==> src/rtl/vram_arbiter.sv <==
// Arbitrates RAM port b between VGA reads, a queued CPU write path and CPU reads.
// Latency: ack in T, RAM address/enable registered into T+1, read data returned at T+2+RD_LATENCY.
// Backpressure: the write queue drops wr_ready when full; read requesters hold req until acked.
module vram_arbiter #(
    parameter int ADDR_W       = 16,
    parameter int DATA_W       = 16,
    parameter int FIFO_DEPTH   = 4,
    parameter int RD_LATENCY   = 1,
    parameter int STARVE_LIMIT = 8
) (
    input  logic              clock,
    input  logic              clear,
    input  logic              vga_req,
    input  logic [ADDR_W-1:0] vga_addr,
    output logic              vga_ack,
    output logic              vga_rvalid,
    output logic [DATA_W-1:0] vga_rdata,
    input  logic              wr_valid,
    output logic              wr_ready,
    input  logic [ADDR_W-1:0] wr_addr,
    input  logic [DATA_W-1:0] wr_data,
    input  logic              rd_req,
    input  logic [ADDR_W-1:0] rd_addr,
    output logic              rd_ack,
    output logic              rd_rvalid,
    output logic [DATA_W-1:0] rd_rdata,
    output logic [ADDR_W-1:0] ram_addr,
    output logic [DATA_W-1:0] ram_data,
    output logic              ram_wren,
    input  logic [DATA_W-1:0] ram_q
);

    localparam int PTR_W = $clog2(FIFO_DEPTH);
    localparam int CNT_W = $clog2(FIFO_DEPTH + 1);
    localparam int STV_W = $clog2(STARVE_LIMIT + 1);
    localparam logic [CNT_W-1:0] CNT_FULL = CNT_W'(FIFO_DEPTH);
    localparam logic [STV_W-1:0] STV_MAX  = STV_W'(STARVE_LIMIT);

    localparam logic [1:0] TAG_NONE = 2'd0;
    localparam logic [1:0] TAG_VGA  = 2'd1;
    localparam logic [1:0] TAG_CPU  = 2'd2;

    logic [ADDR_W-1:0] fifo_addr_q [FIFO_DEPTH];
    logic [DATA_W-1:0] fifo_data_q [FIFO_DEPTH];
    logic [PTR_W-1:0]  wptr_q, rptr_q;
    logic [CNT_W-1:0]  count_q, count_d;
    logic [STV_W-1:0]  starve_q, starve_d;

    logic [ADDR_W-1:0] ram_addr_q;
    logic [DATA_W-1:0] ram_data_q;
    logic              ram_wren_q;
    logic [1:0]        tag_q [RD_LATENCY+1];
    logic [1:0]        tag_d;
    logic              vga_rvalid_q, rd_rvalid_q;
    logic [DATA_W-1:0] vga_rdata_q, rd_rdata_q;

    logic q_empty, push, pop;
    logic win_force, win_vga, win_wr, win_rd;

    assign q_empty  = (count_q == '0);
    assign wr_ready = !clear && (count_q != CNT_FULL);
    assign push     = wr_valid && wr_ready;

    // A CPU read waits for both queued and same-cycle writes so it never overtakes one.
    assign win_force = !clear && !q_empty && (starve_q == STV_MAX);
    assign win_vga   = !clear && !win_force && vga_req;
    assign win_wr    = !clear && !q_empty && (win_force || !vga_req);
    assign win_rd    = !clear && !vga_req && q_empty && !push && rd_req;
    assign pop       = win_wr;

    assign vga_ack    = win_vga;
    assign rd_ack     = win_rd;
    assign ram_addr   = ram_addr_q;
    assign ram_data   = ram_data_q;
    assign ram_wren   = ram_wren_q;
    assign vga_rvalid = vga_rvalid_q;
    assign vga_rdata  = vga_rdata_q;
    assign rd_rvalid  = rd_rvalid_q;
    assign rd_rdata   = rd_rdata_q;

    always_comb begin
        count_d = count_q;
        if (push && !pop) begin
            count_d = count_q + 1'b1;
        end else if (!push && pop) begin
            count_d = count_q - 1'b1;
        end
    end

    always_comb begin
        starve_d = starve_q;
        if (q_empty || win_wr) begin
            starve_d = '0;
        end else if (win_vga && (starve_q != STV_MAX)) begin
            starve_d = starve_q + 1'b1;
        end
    end

    always_comb begin
        tag_d = TAG_NONE;
        if (win_vga) begin
            tag_d = TAG_VGA;
        end else if (win_rd) begin
            tag_d = TAG_CPU;
        end
    end

    always_ff @(posedge clock) begin
        if (push) begin
            fifo_addr_q[wptr_q] <= wr_addr;
            fifo_data_q[wptr_q] <= wr_data;
        end
    end

    always_ff @(posedge clock) begin
        if (clear) begin
            wptr_q       <= '0;
            rptr_q       <= '0;
            count_q      <= '0;
            starve_q     <= '0;
            ram_addr_q   <= '0;
            ram_data_q   <= '0;
            ram_wren_q   <= 1'b0;
            vga_rvalid_q <= 1'b0;
            rd_rvalid_q  <= 1'b0;
            vga_rdata_q  <= '0;
            rd_rdata_q   <= '0;
            for (int i = 0; i <= RD_LATENCY; i++) begin
                tag_q[i] <= TAG_NONE;
            end
        end else begin
            count_q  <= count_d;
            starve_q <= starve_d;
            if (push) begin
                wptr_q <= wptr_q + 1'b1;
            end
            if (pop) begin
                rptr_q <= rptr_q + 1'b1;
            end

            if (win_wr) begin
                ram_addr_q <= fifo_addr_q[rptr_q];
                ram_data_q <= fifo_data_q[rptr_q];
                ram_wren_q <= 1'b1;
            end else if (win_vga) begin
                ram_addr_q <= vga_addr;
                ram_wren_q <= 1'b0;
            end else if (win_rd) begin
                ram_addr_q <= rd_addr;
                ram_wren_q <= 1'b0;
            end else begin
                ram_wren_q <= 1'b0;
            end

            // The last tag stage lines up with ram_q being valid for that read.
            tag_q[0] <= tag_d;
            for (int i = 1; i <= RD_LATENCY; i++) begin
                tag_q[i] <= tag_q[i-1];
            end
            vga_rvalid_q <= (tag_q[RD_LATENCY] == TAG_VGA);
            rd_rvalid_q  <= (tag_q[RD_LATENCY] == TAG_CPU);
            if (tag_q[RD_LATENCY] == TAG_VGA) begin
                vga_rdata_q <= ram_q;
            end
            if (tag_q[RD_LATENCY] == TAG_CPU) begin
                rd_rdata_q <= ram_q;
            end
        end
    end

endmodule
==> config.mk <==
export PLATFORM = sky130hd
export DESIGN_NAME = vram_arbiter
export DESIGN_NICKNAME = d
export VERILOG_FILES = /design/src/rtl/vram_arbiter.sv
export SDC_FILE = /design/constraint.sdc
export NUM_CORES = 1
export LEC_CHECK = 0
export CAP_MARGIN = 25
export CORE_MARGIN = 3
export CORE_UTILIZATION = 35
export CTS_CLUSTER_SIZE = 8
export DETAILED_ROUTE_END_ITERATION = 10
export HOLD_SLACK_MARGIN = 0.05
export SYNTH_ARGS = -nofsm -noshare
export SYNTH_HDL_FRONTEND = slang
export SYNTH_SLANG_ARGS = --single-unit
==> constraint.sdc <==
create_clock -name clock -period 3.6 [get_ports clock]
set_input_delay 0.72 -clock clock [delete_from_list [all_inputs] [get_ports clock]]
set_output_delay 0.72 -clock clock [all_outputs]
set_load 0.02 [all_outputs]
---- After elaboration in Yosys (flattened, before gate mapping) ----
Memories as Yosys holds them, arrays and structs flattened. A register that Yosys moved wholly into a read port is not among the register bits.
Index checks and enable logic that the tools add are counted.
storage, ports and cells
  bits in writable memories ............... 132
  register bits after elaboration ......... 62
  output and inout port bits .............. 70
  memories kept ........................... 3
  bits of input ports ..................... 85
  word-level logic and storage cells ...... 68
memory list
  memory       depth  width  read ports  clocked after memory_dff  wr ports  line  text
  fifo_addr_q  4      16     1           1                         1         43    logic [ADDR_W-1:0] fifo_addr_q [FIFO_DEPTH];
  fifo_data_q  4      16     1           1                         1         44    logic [DATA_W-1:0] fifo_data_q [FIFO_DEPTH];
  tag_q        2      2      2           0                         2         52    logic [1:0] tag_q [RD_LATENCY+1];
cells by class
  muxes and demuxes ....................... 17
  add/sub/neg operators ................... 5
  bitwise gates (word level) .............. 2
  reductions and logical operators ........ 26
  equal/unequal tests ..................... 5
operator list
  kind                   number
  $mux W16               3
  $logic_and A1 B1 Y1    14
  $mux W2                6
  $logic_not A1 Y1       6
  $mux W1                6
  $mux W3                2
  $add A2 B1 Y2 const B  2
  $add A4 B1 Y4 const B  1
  $eq A4 B4 Y1 const B   1
  $ne A4 B4 Y1 const B   1
  $add A3 B1 Y3 const B  1
  $logic_not A3 Y1       1
  $ne A3 B3 Y1 const B   1
  $reduce_bool A3 Y1     1
  $sub A3 B1 Y3 const B  1
  $eq A2 B1 Y1 const B   1
  $eq A2 B2 Y1 const B   1
  $logic_or A1 B1 Y1     2
  $or A1 B1 Y1           2
  $reduce_bool A2 Y1     1
  $reduce_or A2 Y1       1

---- Logic depth before layout (Yosys ltp) ----
  depth in word-level cells ............... 9
  gate-level depth with buffers ........... 14
  gate-level depth less buffers ........... 12

---- Worst setup path after synthesis ----
OpenSTA, ideal clock, no wires.
  path type ............................... input-to-reg
  start ................................... in vga_req
  end ..................................... reg count_q[2]
  data required time ...................... 3.530 ns
  setup time .............................. 0.070 ns
  stages .................................. 11
  slack ................................... 0.912 ns
  path buffers ............................ 1
  arrival ................................. 2.617 ns
  cells stage by stage .................... inv_1 -> o21ai_2 -> buf_2 -> nor2_1 -> inv_1 -> ha_1 -> inv_1 -> fa_1 -> xor2_1 -> or3_1 -> a21oi_1
on the way
  cells in the longest elaborated chain, start to end .. 6
  elaborated cells between the ends (all ways) .. 8
  those cells by class .................... mux: 1; reduce/logical: 7
RTL lines
  what                                                  line  text
  start, declared                                       13    input logic vga_req,
  $logic_not A1 Y1 *                                    67    assign win_wr = !clear && !q_empty && (win_force || !vga_req);
  $logic_or A1 B1 Y1 *                                  67
  $logic_and A1 B1 Y1 *                                 67
  $logic_not A1 Y1                                      83    if (push && !pop) begin
  $logic_and A1 B1 Y1                                   83
  $mux W3 / $reduce_bool A2 Y1 (equally long branches)  n/a
  end signal, assigned                                  132   count_q <= count_d;
  end, declared                                         46    logic [CNT_W-1:0] count_q, count_d;
Mark *: on every way between the ends. The rest lies on a longest branch, timed or not.
A chain may end at the register's enable or synchronous reset.

---- Final worst setup path ----
  start ................................... reg count_q[2]
  end ..................................... out vga_ack
on the way
  cells in the longest elaborated chain, start to end .. 7
RTL lines
  what                              line  text
  $logic_not A3 Y1                  60    assign q_empty = (count_q == '0);
  $logic_not A1 Y1                  65    assign win_force = !clear && !q_empty && (starve_q == STV_MAX);
  $logic_and A1 B1 Y1 (2 in a row)  65
  $logic_not A1 Y1                  66    assign win_vga = !clear && !win_force && vga_req;
  $logic_and A1 B1 Y1 (2 in a row)  66
  end, declared                     15    output logic vga_ack,
No other way between the ends.

==> results.py <==
metrics = {
    "floorplan": {
        "rows": 54,
        "design.core.area_mm2": 0.0222,
        "fp.dieH_um": 157,
        "die_area_mm2": 0.0247,
        "die_x_um": 157,
        "initial_utilization": 0.361,
        "io-pin-count": 155,
    },
    "sta": {
        "setup_slack_ns": 0.387,
        "skew_ns": 0.0146,
        "drv_slew": 0,
        "rsz0062_at_grt": "no",
        "max-slew-margin-rel": 0.371,
        "fmax_mhz": 311,
        "setup_tns_ns": 0,
        "finalCritPeriodShare": 0.892,
        "final-setup-viol-count": 0,
        "min_period_ns": 3.21,
        "worstMarginPinSlew_ns": 0.942,
        "finalHoldViolCount": 0,
    },
    "global_routing": {
        "grt_max_degree": 44,
        "grt_pass1_vias": 5343,
        "grt_pass1_wl_um": 29200,
        "grtUsageTotal": 0.150,
        "overflow": 0,
        "antenna_found_initial": 0,
    },
    "place": {
        "hpwl_um": 13000,
        "gp_congestion": 0.827,
        "preCtsSetupSlack_ns": 0.441,
        "io_buffers": 154,
        "dpl_cell_area_mm2": 0.00984,
        "placed_cells": 965,
    },
    "power_and_ir_drop": {
        "power_density_mw_per_mm2": 663,
        "p_leak_nw": 3.57,
        "ir_drop_mv": 0.331,
    },
    "setup_path": {
        "crit_path_end_kind": "primary output",
        "crit_path_start": "count_q[2]",
        "worst-setup-path-type": "reg -> out",
        "critPathMaxStageDelay_ns": 0.66,
        "cp.arrival_ns": 2.49,
        "r2r_cells": 10,
        "path_cells": "or3_1 -> a211oi_4 -> clkdlybuf4s50_1",
        "critPathMaxFanout": 9,
        "cp-endpoint": "vga_ack",
        "cp.required_ns": 2.88,
        "cp_slowest_cell": "clkdlybuf4s50_1",
        "start_kind": "register",
        "timing.rr.end": "count_q[2]",
        "reg2reg_setup_slack_ns": 0.97,
        "r2r-start": "count_q[2]",
    },
    "detailed_routing": {
        "drt-total-wl_um": 19000,
        "ant_nets": 0,
        "detail_route.wl_per_cell_um": 18.7,
        "num_vias": 5109,
        "drc": 0,
        "first_pass_iters": 9,
        "drt_iter0_drc": 367,
        "via_per_inst": 5.03,
    },
    "logic_synthesis": {
        "synth_cells": 549,
        "avgSynthCellArea_um2": 14.6,
        "synth-edff-count": 128,
        "synth-main-ff-cell": "edfxtp_1",
        "synth_seq_cells": 212,
        "ys_seq_area_frac": 0.691,
        "async_flop_share": 0,
        "synthDistinctLibCells": 43,
        "synth_warnings": 0,
        "syn-num-nets": 642,
        "netlist_area_mm2": 0.00800,
    },
    "finish": {
        "num_antenna_cells": 0,
        "layout_common_cells": "153 x clkdlybuf4s50_1, 128 x edfxtp_1, 99 x nand2_1",
        "final_area_mm2": 0.0107,
        "n_fill_cell": 1899,
        "final_common_cell": "clkdlybuf4s50_1",
        "stdcell_count": 1015,
        "drive_above_1_share": 0.148,
        "areaGrowthSynthToFinish_pct": 33.9,
        "final_nets": 810,
    },
    "clock_network": {
        "cts.sinks": 212,
        "ctsResizeCount": 0,
        "clock_latency_ns": 0.53,
        "clk_path_buf_depth": 3,
        "path_clk_slew_ns": 0.05,
        "ctsHoldBuffers": 0,
        "numCtsBuffers": 30,
        "cts_htree_levels": 1,
        "cts_tree": "done",
        "root_buffer": "clkbuf_16",
        "post_cts_buffers": 0,
    },
    "status": {
        "outcome": "completed",
    },
    "job": {
        "maxCapViolations": 0,
    },
    "min_path": {
        "hp-class": "reg -> reg",
    },
}
-- cells by family (layout without fill, tap and decap cells) --
logic type	count (synthesis)	in the layout	synth area share
compound gates	92	92	0.0887
xor+xnor	7	7	0.00767
fa+ha+maj	8	8	0.0135
buf+inv	46	232	0.0280
flops	212	212	0.691
mux	33	33	0.0914
simple gates	151	151	0.0799
-- cell usage after synthesis (all sizes together) (3+ instances only) --
cell,n,area (um2)
a21oi,52,272
a222oi,14,140
nand2,99,372
edfxtp,128,3840
nor2,29,109
inv,9,33.8
buf,19,123
dfxtp,84,1680
mux4,32,721
and2,4,25.0
nor2b,4,25.0
a211oi,18,223
xor2,3,26.3
clkbuf,18,67.6
ha,7,87.6
xnor2,4,35.0
-- critical path, delay by kind of cell (launching register included) --
family | cells | cell delay (ns)
AOI/OAI and AO/OA | 1 | 0.33
buffers and inverters | 1 | 0.66
DFF | 1 | 0.38
and+or+nand+nor | 1 | 0.60
-- report_power, final --
| part | switching [W] | internal [W] |
|---|---|---|
| Combinational | 0.000835 | 0.000759 |
| Sequential | 0.000158 | 0.00281 |
| Clock | 0.000939 | 0.00161 |
| Total | 0.00193 | 0.00517 |
-- state kept, by name, summed over array words and instances (netlist names), named ones only --
register / count
wptr_q: 2
rptr_q: 2
vga_rvalid: 1
fifo_addr_q: 64
tag_q: 4
ram_data: 16
ram_addr: 16
starve_q: 4
count_q: 3
rd_rvalid: 1
fifo_data_q: 64
rd_rdata: 16
vga_rdata: 16
ram_wren: 1
-- stage by stage --
| step | util | hold slack, ns | total power [W] |
|---|---|---|---|
| after floorplan | - | 0.414 | 0.00402 |
| after global placement | 0.444 | 0.434 | 0.00458 |
| after detailed placement | 0.444 | 0.438 | 0.00462 |
| after CTS | 0.483 | 0.442 | 0.00720 |
| after global routing | 0.483 | 0.468 | 0.00744 |
| final | 0.483 | 0.437 | 0.00711 |
-- worst min path at each step --
stage | startpoint | slack [ns] | cells past startpoint | endpoint
detailed placement | tag_q[0][0] | 0.44 | 1 | tag_q[0][2]
global placement | tag_q[0][0] | 0.43 | 1 | tag_q[0][2]
floorplan | tag_q[0][0] | 0.41 | 1 | tag_q[0][2]
CTS | tag_q[0][0] | 0.44 | 1 | tag_q[0][2]
finish | tag_q[0][0] | 0.44 | 1 | tag_q[0][2]
global route | tag_q[0][0] | 0.47 | 1 | tag_q[0][2]
-- cell type report --
| cell class | instances | area (um2) | area share |
|---|---|---|---|
| Multi-Input combinational cell | 291 | 2250 | 0.210 |
| Tap cell | 280 | 350 | 0.0327 |
| Clock buffer | 50 | 868 | 0.0811 |
| Timing Repair Buffer | 173 | 1680 | 0.157 |
| Inverter | 9 | 33.8 | 0.00315 |
| Sequential cell | 212 | 5530 | 0.516 |
-- routing by layer --
metal  global-route usage  vias up  wire length, um
met5                    0        -                0
met4               0.0438        0              295
met3               0.0280       27             1200
met2                0.253      180             9250
met1                0.199     2529             8220
li1                     -     2373                -
Note: power is estimated with default switching activity, not from simulation.
